--- config.mk ---
export PLATFORM = sky130hd
export DESIGN_NAME = fetch_align
export DESIGN_NICKNAME = d
export VERILOG_FILES = /design/src/rtl/fetch_align_pkg.sv /design/src/rtl/align_skid.sv /design/src/rtl/fetch_align.sv
export SDC_FILE = /design/constraint.sdc
export NUM_CORES = 1
export LEC_CHECK = 0
export BUFFER_PORTS_ARGS = -buffer_cell sky130_fd_sc_hd__buf_2
export CAP_MARGIN = 20
export CORE_MARGIN = 2
export CORE_UTILIZATION = 48
export DETAILED_ROUTE_END_ITERATION = 7
export GPL_TIMING_DRIVEN = 0
export PLACE_DENSITY = 0.82
export SLEW_MARGIN = 25
export SYNTH_ARGS = -nofsm -noshare
export SYNTH_HDL_FRONTEND = slang
export SYNTH_SLANG_ARGS = --single-unit
--- constraint.sdc ---
create_clock -name clk -period 2.58 [get_ports clk]
set_input_delay 0.387 -clock clk [delete_from_list [all_inputs] [get_ports clk]]
set_output_delay 0.387 -clock clk [all_outputs]
set_load 0.05 [all_outputs]
--- src/rtl/fetch_align_pkg.sv ---
// fetch_align_pkg: shared constants, effective alignment states and parcel helpers for fetch_align.
package fetch_align_pkg;
  localparam logic [1:0] HW_WORD = 2'b11;
  typedef enum logic [1:0] {ALIGN_EMPTY, ALIGN_SKIP, ALIGN_RESC, ALIGN_RESW} align_state_e;
  function automatic logic is_comp(input logic [15:0] h);
    return h[1:0] != HW_WORD;
  endfunction
endpackage

--- src/rtl/align_skid.sv ---
// align_skid: two-entry valid/ready skid buffer; in_ready is registered so upstream never sees out_ready combinationally.
module align_skid #(
  parameter int W = 64
) (
  input  logic         clk,
  input  logic         resetb,
  input  logic         flush,
  input  logic         in_valid,
  output logic         in_ready,
  input  logic [W-1:0] in_data,
  output logic         out_valid,
  input  logic         out_ready,
  output logic [W-1:0] out_data
);
  logic [W-1:0] mem [2];
  logic wp, rp, push, pop;
  logic [1:0] cnt;
  assign in_ready  = cnt != 2'd2;
  assign out_valid = cnt != 2'd0;
  assign out_data  = mem[rp];
  assign push = in_valid && in_ready;
  assign pop  = out_valid && out_ready;
  always_ff @(posedge clk or negedge resetb)
    if (!resetb) begin
      wp  <= 1'b0;
      rp  <= 1'b0;
      cnt <= 2'd0;
    end else if (flush) begin
      wp  <= 1'b0;
      rp  <= 1'b0;
      cnt <= 2'd0;
    end else begin
      if (push) wp <= !wp;
      if (pop) rp <= !rp;
      cnt <= cnt + {1'b0, push} - {1'b0, pop};
    end
  always_ff @(posedge clk)
    if (push) mem[wp] <= in_data;
endmodule

--- src/rtl/fetch_align.sv ---
// fetch_align: halfword realigner from word fetch to one instruction per handshake; ALIGN_OUTREG_EN adds a registered skid output stage.
module fetch_align
  import fetch_align_pkg::*;
#(
  parameter logic [31:0] RESETPC = 32'h0000_0000
) (
  input  logic        clk,
  input  logic        resetb,
  input  logic        flush,
  input  logic [31:0] flush_pc,
  input  logic        fetch_valid,
  output logic        fetch_ready,
  input  logic [31:0] fetch_data,
  input  logic [31:0] fetch_pc,
  output logic        inst_valid,
  input  logic        inst_ready,
  output logic [31:0] inst_data,
  output logic [31:0] inst_pc,
  output logic        inst_comp
);
  logic        res_valid, skip, live, uses_fetch, c_valid, c_ready;
  logic [15:0] res_data;
  logic [31:0] res_pc, c_data, c_pc;
  align_state_e st;
  always_comb begin
    st = skip ? ALIGN_SKIP : !res_valid ? ALIGN_EMPTY : is_comp(res_data) ? ALIGN_RESC : ALIGN_RESW;
    live = resetb && !flush;
    uses_fetch = st == ALIGN_EMPTY || st == ALIGN_RESW;
    c_valid = live && (st == ALIGN_RESC || (uses_fetch && fetch_valid));
    c_data = st == ALIGN_RESC ? {16'h0, res_data} :
             st == ALIGN_RESW ? {fetch_data[15:0], res_data} :
             is_comp(fetch_data[15:0]) ? {16'h0, fetch_data[15:0]} : fetch_data;
    c_pc = st == ALIGN_EMPTY ? fetch_pc : res_pc;
    fetch_ready = live && fetch_valid && (st == ALIGN_SKIP || (uses_fetch && c_ready));
  end
  // Any consumed word leaves its upper half behind; it only counts as a residue
  // when it is the start of a new instruction rather than an already-emitted 32-bit one.
  always_ff @(posedge clk or negedge resetb)
    if (!resetb) begin
      res_valid <= 1'b0;
      skip      <= 1'b0;
      res_data  <= '0;
      res_pc    <= RESETPC;
    end else if (flush) begin
      res_valid <= 1'b0;
      skip      <= flush_pc[1];
      res_pc    <= flush_pc;
    end else if (fetch_ready) begin
      res_valid <= st != ALIGN_EMPTY || is_comp(fetch_data[15:0]);
      res_data  <= fetch_data[31:16];
      res_pc    <= fetch_pc + 32'd2;
      skip      <= 1'b0;
    end else if (c_valid && c_ready) begin
      res_valid <= 1'b0;
    end
`ifdef ALIGN_OUTREG_EN
  logic [63:0] q;
  logic        q_valid;
  align_skid #(.W(64)) u_skid (
    .clk(clk), .resetb(resetb), .flush(flush),
    .in_valid(c_valid), .in_ready(c_ready), .in_data({c_data, c_pc}),
    .out_valid(q_valid), .out_ready(inst_ready), .out_data(q)
  );
  always_comb begin
    inst_valid = q_valid;
    inst_data  = q_valid ? q[63:32] : '0;
    inst_pc    = q_valid ? q[31:0] : res_pc;
  end
`else
  assign c_ready = inst_ready;
  always_comb begin
    inst_valid = c_valid;
    inst_data  = c_valid ? c_data : '0;
    inst_pc    = c_valid ? c_pc : res_pc;
  end
`endif
  assign inst_comp = inst_valid && is_comp(inst_data[15:0]);
endmodule

-- Word level (Yosys, flattened, before mapping)
Index checks and enable logic that the tools add are counted.
- add/subtract/negate cells: 1
- multiply operators: 0
- div/mod/pow operators: 0
- order comparisons: 0
- equality and inequality tests: 6
- shift-type cells: 0
- mux-type cells: 16
- bitwise operators: 1
- reduce and logical (&&, ||, !) cells: 18
- operator list (cell ; number):
    32-bit 2-to-1 mux ; 8
    32-bit by 2-bit adder with 32-bit output (second input constant) ; 1
    1-bit logical AND ; 8
    1-bit 2-to-1 mux ; 6
    2-bit inequality test (second input constant) ; 3
    2-bit equality test (second input constant) ; 2
    1-bit logical OR ; 4
    2-bit 2-to-1 mux ; 2
    2-bit nonzero test ; 2
    3-bit nonzero test ; 1
    2-bit by 1-bit equality test with 1-bit output (second input constant) ; 1
    2-bit logical NOT ; 1
    2-bit AND reduction ; 1
    1-bit logical NOT ; 1
    1-bit NOT ; 1
- register bits: 50
- latch bits: 0
- RAM bits: 0
- memory bits (read-only): 0
- input port bits: 101
- output and inout bits: 67
- word-level logic and storage cells: 46
- memories: 0

-- Depth between registers and ports, before layout
Gate-level depths: netlist of run 1.
- depth after elaboration: 13
- depth in mapped cells: 9
- mapped depth without buffers: 8

-- Worst setup path before layout of run 1
Ideal clock, no wire load.
- path kind: reg2out
- start point: reg res_data[1]
- end point: out inst_pc[20]
- arrival time: 2.877 ns
- required time: 2.193 ns
- path slack: -0.684 ns
- stages on the path, launching flop included: 9
- buffers on the path: 1
- cells stage by stage: dfrtp_1 a31o_2 ha_1 nor2b_1 o21ai_2 inv_2 nand2_2 buf_4 o21ai_0
- cells in the longest elaborated chain, start to end: 10
- elaborated cells between the ends (all ways): 13
- classes of those cells: eq/ne (3); mux (5); reduce/logical (5)
- ends and longest elaborated chain (element ; RTL line ; RTL):
    start, declared ; fetch_align.sv:22 ; logic [15:0] res_data;
    start signal, assigned ; fetch_align.sv:50 ; res_data <= fetch_data[31:16];
    2-bit inequality test (*) ; fetch_align_pkg.sv:6 ; return h[1:0] != HW_WORD;
    1-bit 2-to-1 mux (*) ; fetch_align.sv:26 ; st = skip ? ALIGN_SKIP : !res_valid ? ALIGN_EMPTY : is_comp(res_data) ? ALIGN_RESC : ALIGN_RESW;
    2-bit 2-to-1 mux (*) (2 in a row) ; fetch_align.sv:26 ;
    2-bit equality test / 2-bit logical NOT (equally long branches) ; fetch_align.sv:28 ; uses_fetch = st == ALIGN_EMPTY || st == ALIGN_RESW;
    1-bit logical OR ; fetch_align.sv:28 ;
    1-bit logical AND ; fetch_align.sv:29 ; c_valid = live && (st == ALIGN_RESC || (uses_fetch && fetch_valid));
    1-bit logical OR (*) ; fetch_align.sv:29 ;
    1-bit logical AND (*) ; fetch_align.sv:29 ;
    net inst_valid ; fetch_align.sv:15 ; output logic inst_valid,
    32-bit 2-to-1 mux (*) ; fetch_align.sv:74 ; inst_pc = c_valid ? c_pc : res_pc;
    end, declared ; fetch_align.sv:18 ; output logic [31:0] inst_pc,
Mark *: on every way through the listed nets, which the timed path passes. The rest lies on a longest branch.

-- Worst setup path in the final report of run 1
- start point: reg res_valid
- end point: out inst_pc[30]
- cells in the longest elaborated chain, start to end: 8
- elaborated cells between the ends (all ways): 11
- classes of those cells: eq/ne (2); mux (4); reduce/logical (5)
- ends and longest elaborated chain (element ; RTL line ; RTL):
    start, declared ; fetch_align.sv:21 ; logic res_valid, skip, live, uses_fetch, c_valid, c_ready;
    start signal, assigned ; fetch_align.sv:49 ; res_valid <= st != ALIGN_EMPTY || is_comp(fetch_data[15:0]);
    2-bit 2-to-1 mux (*) (2 in a row) ; fetch_align.sv:26 ;
    2-bit equality test / 2-bit logical NOT (equally long branches) ; fetch_align.sv:28, fetch_align.sv:33 ;
    1-bit logical OR ; fetch_align.sv:28 ;
    1-bit logical AND ; fetch_align.sv:29 ;
    1-bit logical OR ; fetch_align.sv:29 ;
    1-bit logical AND ; fetch_align.sv:29 ;
    32-bit 2-to-1 mux (*) ; fetch_align.sv:74 ;
Mark *: on every way between the ends. The rest lies on a longest branch, timed or not.

==> results.md, run 1 <==
- Pre-CTS setup slack: -256 ps
- Largest net degree at the start of global routing: 52
- Failing checks: setup timing
- Worst setup margin: -128 ps
- Status: finished, violations left
- First-pass GRT wire length: 19,900 um
- WP data arrival: 2320 ps
- WL final: 13,200 um
- Fin crit period: 2710 ps
- Syn Nets: 549
- Antenna violations before repair: 0
- Unrepaired setup endpoints after global routing: true
- Post-DR wirelength/cell: 18.0 um
- Root buffer cell: clkbuf_8
- Worst path cell trace: a31o_4, ha_4, nor2b_4, o21ai_4, inv_4, nand2_8, clkbuf_16, mux2_4, buf_6
- Grt ovf: 0
- Clock-pin slew on the worst setup and hold paths: 100 ps
- Tot Pwr: 0.00284 W
- Num rows: 31
- Synth warn: 0
- Clk_lat worst skew: 300 ps
- DIE HEIGHT: 91.4 um
- Leak: 2.81 nW
- Final setup viols: 43
- Crit-path max cell delay: 410 ps
- Mapped Area: 3670 um2
- WHS: 19.0 ps
- Worst EP required: 2190 ps
- IO Port Bufs: 165
- Max-slew violations: 0
- Clk_skew: 7.08 ps
- PD cells: 491 nW/um2
- Half-perimeter wire length after placement: 8980 um
- Dominant synthesized flop cell: dfrtp_1
- Nets: 737
- Initial Util: 0.500
- Syn Inst Count: 443
- Vias in the first global route: 4,058
- Placed Cells: 707
- Peak fanout along the critical path: 8
- Reg2reg setup slack: 160 ps
- Avg Synthesized Cell Area: 8.28 um2
- TritonCTS Buffers: 5
- Worst path slowest cell: dfrtp_1
- Die Area: 8350 um2
- Buffers and inverters on the worst path: 3
- Max-Cap Viols: 0
- Area delta synth->final: 57.7%
- DRC errors left: 0
- GRT Overall Usage: 0.293
- Final worst-path cycle share: 1.05
- Peak supply drop: 0.356 mV
- Drt initial violations: 247
- Clock Sink Count: 50
- Clock tree buffer depth: 2
- Final non-filler cell total: 731
- HP Class: in -> async
- Vias per inst: 5.74
- Hold Violations, Final: 0
- Core Util, Final: 0.789
- Yosys reg bits: 50
- Number of synthesized flops with an enable pin: 0
- Antenna diode instance count: 0
- Io pins: 168
- Post-synth cell types: 48
- Hold-fix buffers, CTS: 0
- RePlAce Congestion: 0.833
- Kind of critical path: reg -> out
- DRT Pass-1 Iters: 5
- Routed Antenna Nets: 0
- Seq/Total Area, Yosys: 0.341
- Nature of the critical path endpoint: output port
- Fraction of registers with async set/reset: 1.00
- Fmax: 369 MHz
- Chip Width: 91.4 um
- Slew @ Worst Pin: 622 ps
- Via count: 4,199
- CTS tree: yes
- Share of cells above drive strength 1: 0.468
- Delay-heaviest family, CP: buffers and inverters
- CP startpoint kind: register
- Core ar.: 7330 um2
- H-tree Lvls: 2
- Slew headroom: 0.585
## through the flow
step | TNS (ps) | area [um2]
6_report | -3680 | 5780
5_1_grt | -8480 | 5780
4_1_cts | -2670 | 5470
3_5_place_dp | -9540 | 4810
3_3_place_gp | -36590 | 4810
2_1_floorplan | -733 | 3860
## flip-flops by register name, indices dropped and copies added, names as in the netlist
register   flops
res_pc        32
res_data      16
res_valid      1
skip           1
## final timing paths
kind	cells after the start	end	start
setup / recovery	9	inst_pc[30]	res_valid
hold / removal	1	res_pc[18]	resetb
setup reg to reg	10	res_pc[25]	res_valid
hold reg to reg	2	res_data[14]	res_data[14]
max in group asynchronous	1	res_pc[5]	resetb
min in group clk	3	res_pc[16]	flush_pc[16]
## where the power goes
| group | switching [W] | internal (W) | leakage (nW) |
|---|---|---|---|
| registers | 0.0000743 | 0.000906 | 0.612 |
| logic | 0.000688 | 0.000486 | 2.13 |
| clock network | 0.000270 | 0.000414 | 0.0714 |
| total | 0.00103 | 0.00181 | 2.81 |
## layer usage
metal,track usage,share of wire
met3,0.0506,0.073
met5,0,0
met4,0.0997,0.029
met2,0.521,0.52
met1,0.355,0.38
## synthesized netlist by cell type (all sizes together) (3+ instances only)
master  count  share of area
o221ai     19          0.054
nor2       31          0.032
o21ai      10          0.015
nand3      15          0.022
mux2i       3         0.0082
buf        10          0.015
nand4       9          0.019
nor2b       5         0.0092
mux2       31          0.095
ha          5          0.017
nor3        4          0.012
nand2     135           0.14
inv         7         0.0072
a22oi      20          0.041
a21oi      20          0.027
nor3b       3         0.0061
xor2       18          0.043
clkbuf     18          0.019
dfrtp      50           0.34
a221o       3         0.0082
xnor2       8          0.019
## timing repair
action	4_1_cts	5_1_grt
gates cloned	2	2
hold endpoints to repair	0	0
resized for setup	124	70
setup buffers	12	4
endpoints found under the setup margin	62	69
pin swaps	2	3
## worst register-to-register path, stage by stage, from the launching register on
cell and delay, ps:
dfrtp_1 410, a31o_4 270, ha_4 250, buf_4 130, nor2b_1 160, o211ai_2 180, inv_4 210, nor2_2 90
clkbuf_4 220, a221oi_2 260, o21ai_0 110
## layout by cell type, fill, tap and decap left out, types with 7 or more instances in the layout
cell,instances
buf_4,22
xnor2_1,8
o221ai_1,14
buf_2,102
nor2_1,14
clkbuf_4,8
a21oi_2,10
buf_6,48
mux2_4,31
buf_8,9
nand4_1,7
nand2_1,133
clkbuf_1,10
o21ai_0,8
a21oi_1,10
nor2_4,12
a22oi_1,19
nand3_1,14
dfrtp_1,50
clkbuf_8,7
xor2_1,18
## area by class of cell
class | count | area [um2]
inverter | 7 | 31.3
fill | 471 | 1550
multi-input combinational | 358 | 2620
clock inverter | 2 | 60.1
timing repair buffer | 185 | 1440
tap | 99 | 124
sequential | 50 | 1250
buffer | 24 | 179
clock buffer | 6 | 82.6
## logic make-up (layout without fill, tap and decap cells)
| kind of cell | Yosys count | count (layout) | synth area share |
|---|---|---|---|
| adders and majority gates | 5 | 5 | 0.0171 |
| AOI/OAI and AO/OA | 82 | 82 | 0.171 |
| buffers and inverters | 35 | 224 | 0.0413 |
| DFF | 50 | 50 | 0.341 |
| and+or+nand+nor | 211 | 211 | 0.264 |
| xor gates and xnor gates | 26 | 26 | 0.0621 |
| muxes | 34 | 34 | 0.103 |
(Power assumes the default switching activity.)
==> run 2, diff against run 1 <==
- ABC_AREA: default -> 0
- SETUP_SLACK_MARGIN: default -> 0.3
- SKIP_CTS_REPAIR_TIMING: default -> 1
==> results.md, run 2 (synthesized netlist as in run 1, its figures left out) <==
- Grt ovf: 0
- Peak fanout along the critical path: 8
- Delay-heaviest family, CP: compound AO/OA/AOI/OAI gates
- Fillers: 417
- Area delta synth->final: 64.9%
- DRC errors left: 0
- Nature of the critical path endpoint: output port
- Die Area: 8350 um2
- Chip Width: 91.4 um
- Worst EP required: 2190 ps
- Setup_tns: -4000 ps
- IO Port Bufs: 165
- Vias per inst: 5.86
- Clock tree buffer depth: 2
- Met2 WL post-DR: 7350 um
- Largest net degree at the start of global routing: 52
- Io pins: 168
- Initial Util: 0.500
- Unrepaired setup endpoints after global routing: true
- Core ar.: 7330 um2
- Top Metal Used: met4
- HP Class: in -> async
- Multi-input logic area: 2770 um2
- Commonest cells after routing, fill and taps aside: nand2_1 (124), buf_2 (102), buf_6 (65)
- DIE HEIGHT: 91.4 um
- Via count: 4,323
- Half-perimeter wire length after placement: 9190 um
- Antenna diode instance count: 0
- Max-slew violations: 0
- WL met3: 1190 um
- Largest register FFs: 32
- H-tree Lvls: 2
- Clk_lat worst skew: 310 ps
- Slew @ Worst Pin: 589 ps
- Reg with most FFs: res_pc
- Register area: 1250 um2
- Slew headroom: 0.607
- Peak supply drop: 0.323 mV
- First-pass GRT wire length: 19,200 um
- Clk_skew: 11.3 ps
- WP data arrival: 2340 ps
- Leading cell type in the layout, fill and taps excluded: nand2_1
- Fin crit period: 2730 ps
- GRT Overall Usage: 0.280
- Routed Antenna Nets: 0
- Num rows: 31
- Vias in the first global route: 4,067
- Share of cells above drive strength 1: 0.501
- Worst path slowest cell: dfrtp_2
- Worst setup margin: -151 ps
- Crit-path max cell delay: 430 ps
- Drt initial violations: 285
- Final worst-path cycle share: 1.06
- RePlAce Congestion: 0.893
- Kind of critical path: reg -> out
- Final non-filler cell total: 738
- Root buffer cell: clkbuf_8
- Nets: 744
- Worst path cell trace: a31o_4, ha_4, nor2b_4, o21ai_4, inv_6, nand2_8, clkbuf_16, mux2_4, buf_6
- Fmax: 366 MHz
- Failing checks: setup timing
- Leak: 2.87 nW
- Top flop regs: res_pc: 32 flops, res_data: 16 flops
- DRT Pass-1 Iters: 5
- M1 wire length: 5210 um
- Final setup viols: 38
- Clock Sink Count: 50
- Tot Pwr: 0.00280 W
- Hold Violations, Final: 0
- Buffers and inverters on the worst path: 3
- Max-Cap Viols: 0
- PD cells: 463 nW/um2
- Core Util, Final: 0.825
- TritonCTS Buffers: 5
- CP startpoint kind: register
- Clock-pin slew on the worst setup and hold paths: 100 ps
- Antenna violations before repair: 0
- Post-DR wirelength/cell: 19.0 um
- WL final: 14,000 um
- Status: finished, violations left
- Placed Cells: 707
- CTS tree: yes
- WHS: 5.33 ps
[run 2: changes by cell type in the layout (fill, tap and decap cells not counted), moves of 5 or more]
cell | previous run | this run
nand2_2 | 1 | 10
nor2_2 | 5 | 0
clkbuf_4 | 8 | 1
a21oi_2 | 10 | 2
a21oi_4 | 0 | 10
nand2_1 | 133 | 124
buf_6 | 48 | 65
[run 2: final timing paths]
kind | endpoint | startpoint | cells after the start | slack [ps]
max | inst_pc[22] | res_data[0] | 9 | -150
min | res_pc[16] | resetb | 1 | 5
max reg2reg | res_pc[25] | res_data[0] | 10 | 340
min reg2reg | res_data[4] | res_data[4] | 2 | 500
max in group asynchronous | skip | resetb | 1 | 2190
min in group clk | res_pc[18] | flush_pc[18] | 3 | 280
[run 2: layout make-up]
type	instances	share of cell area
sequential	50	0.208
inverter	7	0.00559
clock inverter	3	0.00745
buffer	28	0.0432
timing repair buffer	188	0.246
clock buffer	5	0.0114
multi-input combinational	358	0.459
tap	99	0.0205
[run 2: metal layers]
layer | up-vias | GRT usage
met5 | - | 0
met3 | 36 | 0.0581
met1 | 2079 | 0.341
li1 | 1945 | -
met4 | 0 | 0.0619
met2 | 263 | 0.505
[run 2: metrics by stage]
stage | cell area, um2 | setup slack, ps
2_1_floorplan | 4160 | 97.2
5_1_grt | 6050 | -187
6_report | 6050 | -151
3_5_place_dp | 5120 | -456
4_1_cts | 5230 | -508
3_3_place_gp | 5110 | -863
[run 2: where the power goes]
| group | leakage, nW | internal (W) | switching, W |
|---|---|---|---|
| combinational | 2.21 | 0.000503 | 0.000721 |
| sequential | 0.609 | 0.000908 | 0.0000863 |
| clock | 0.0504 | 0.000289 | 0.000290 |
| total | 2.87 | 0.00170 | 0.00110 |
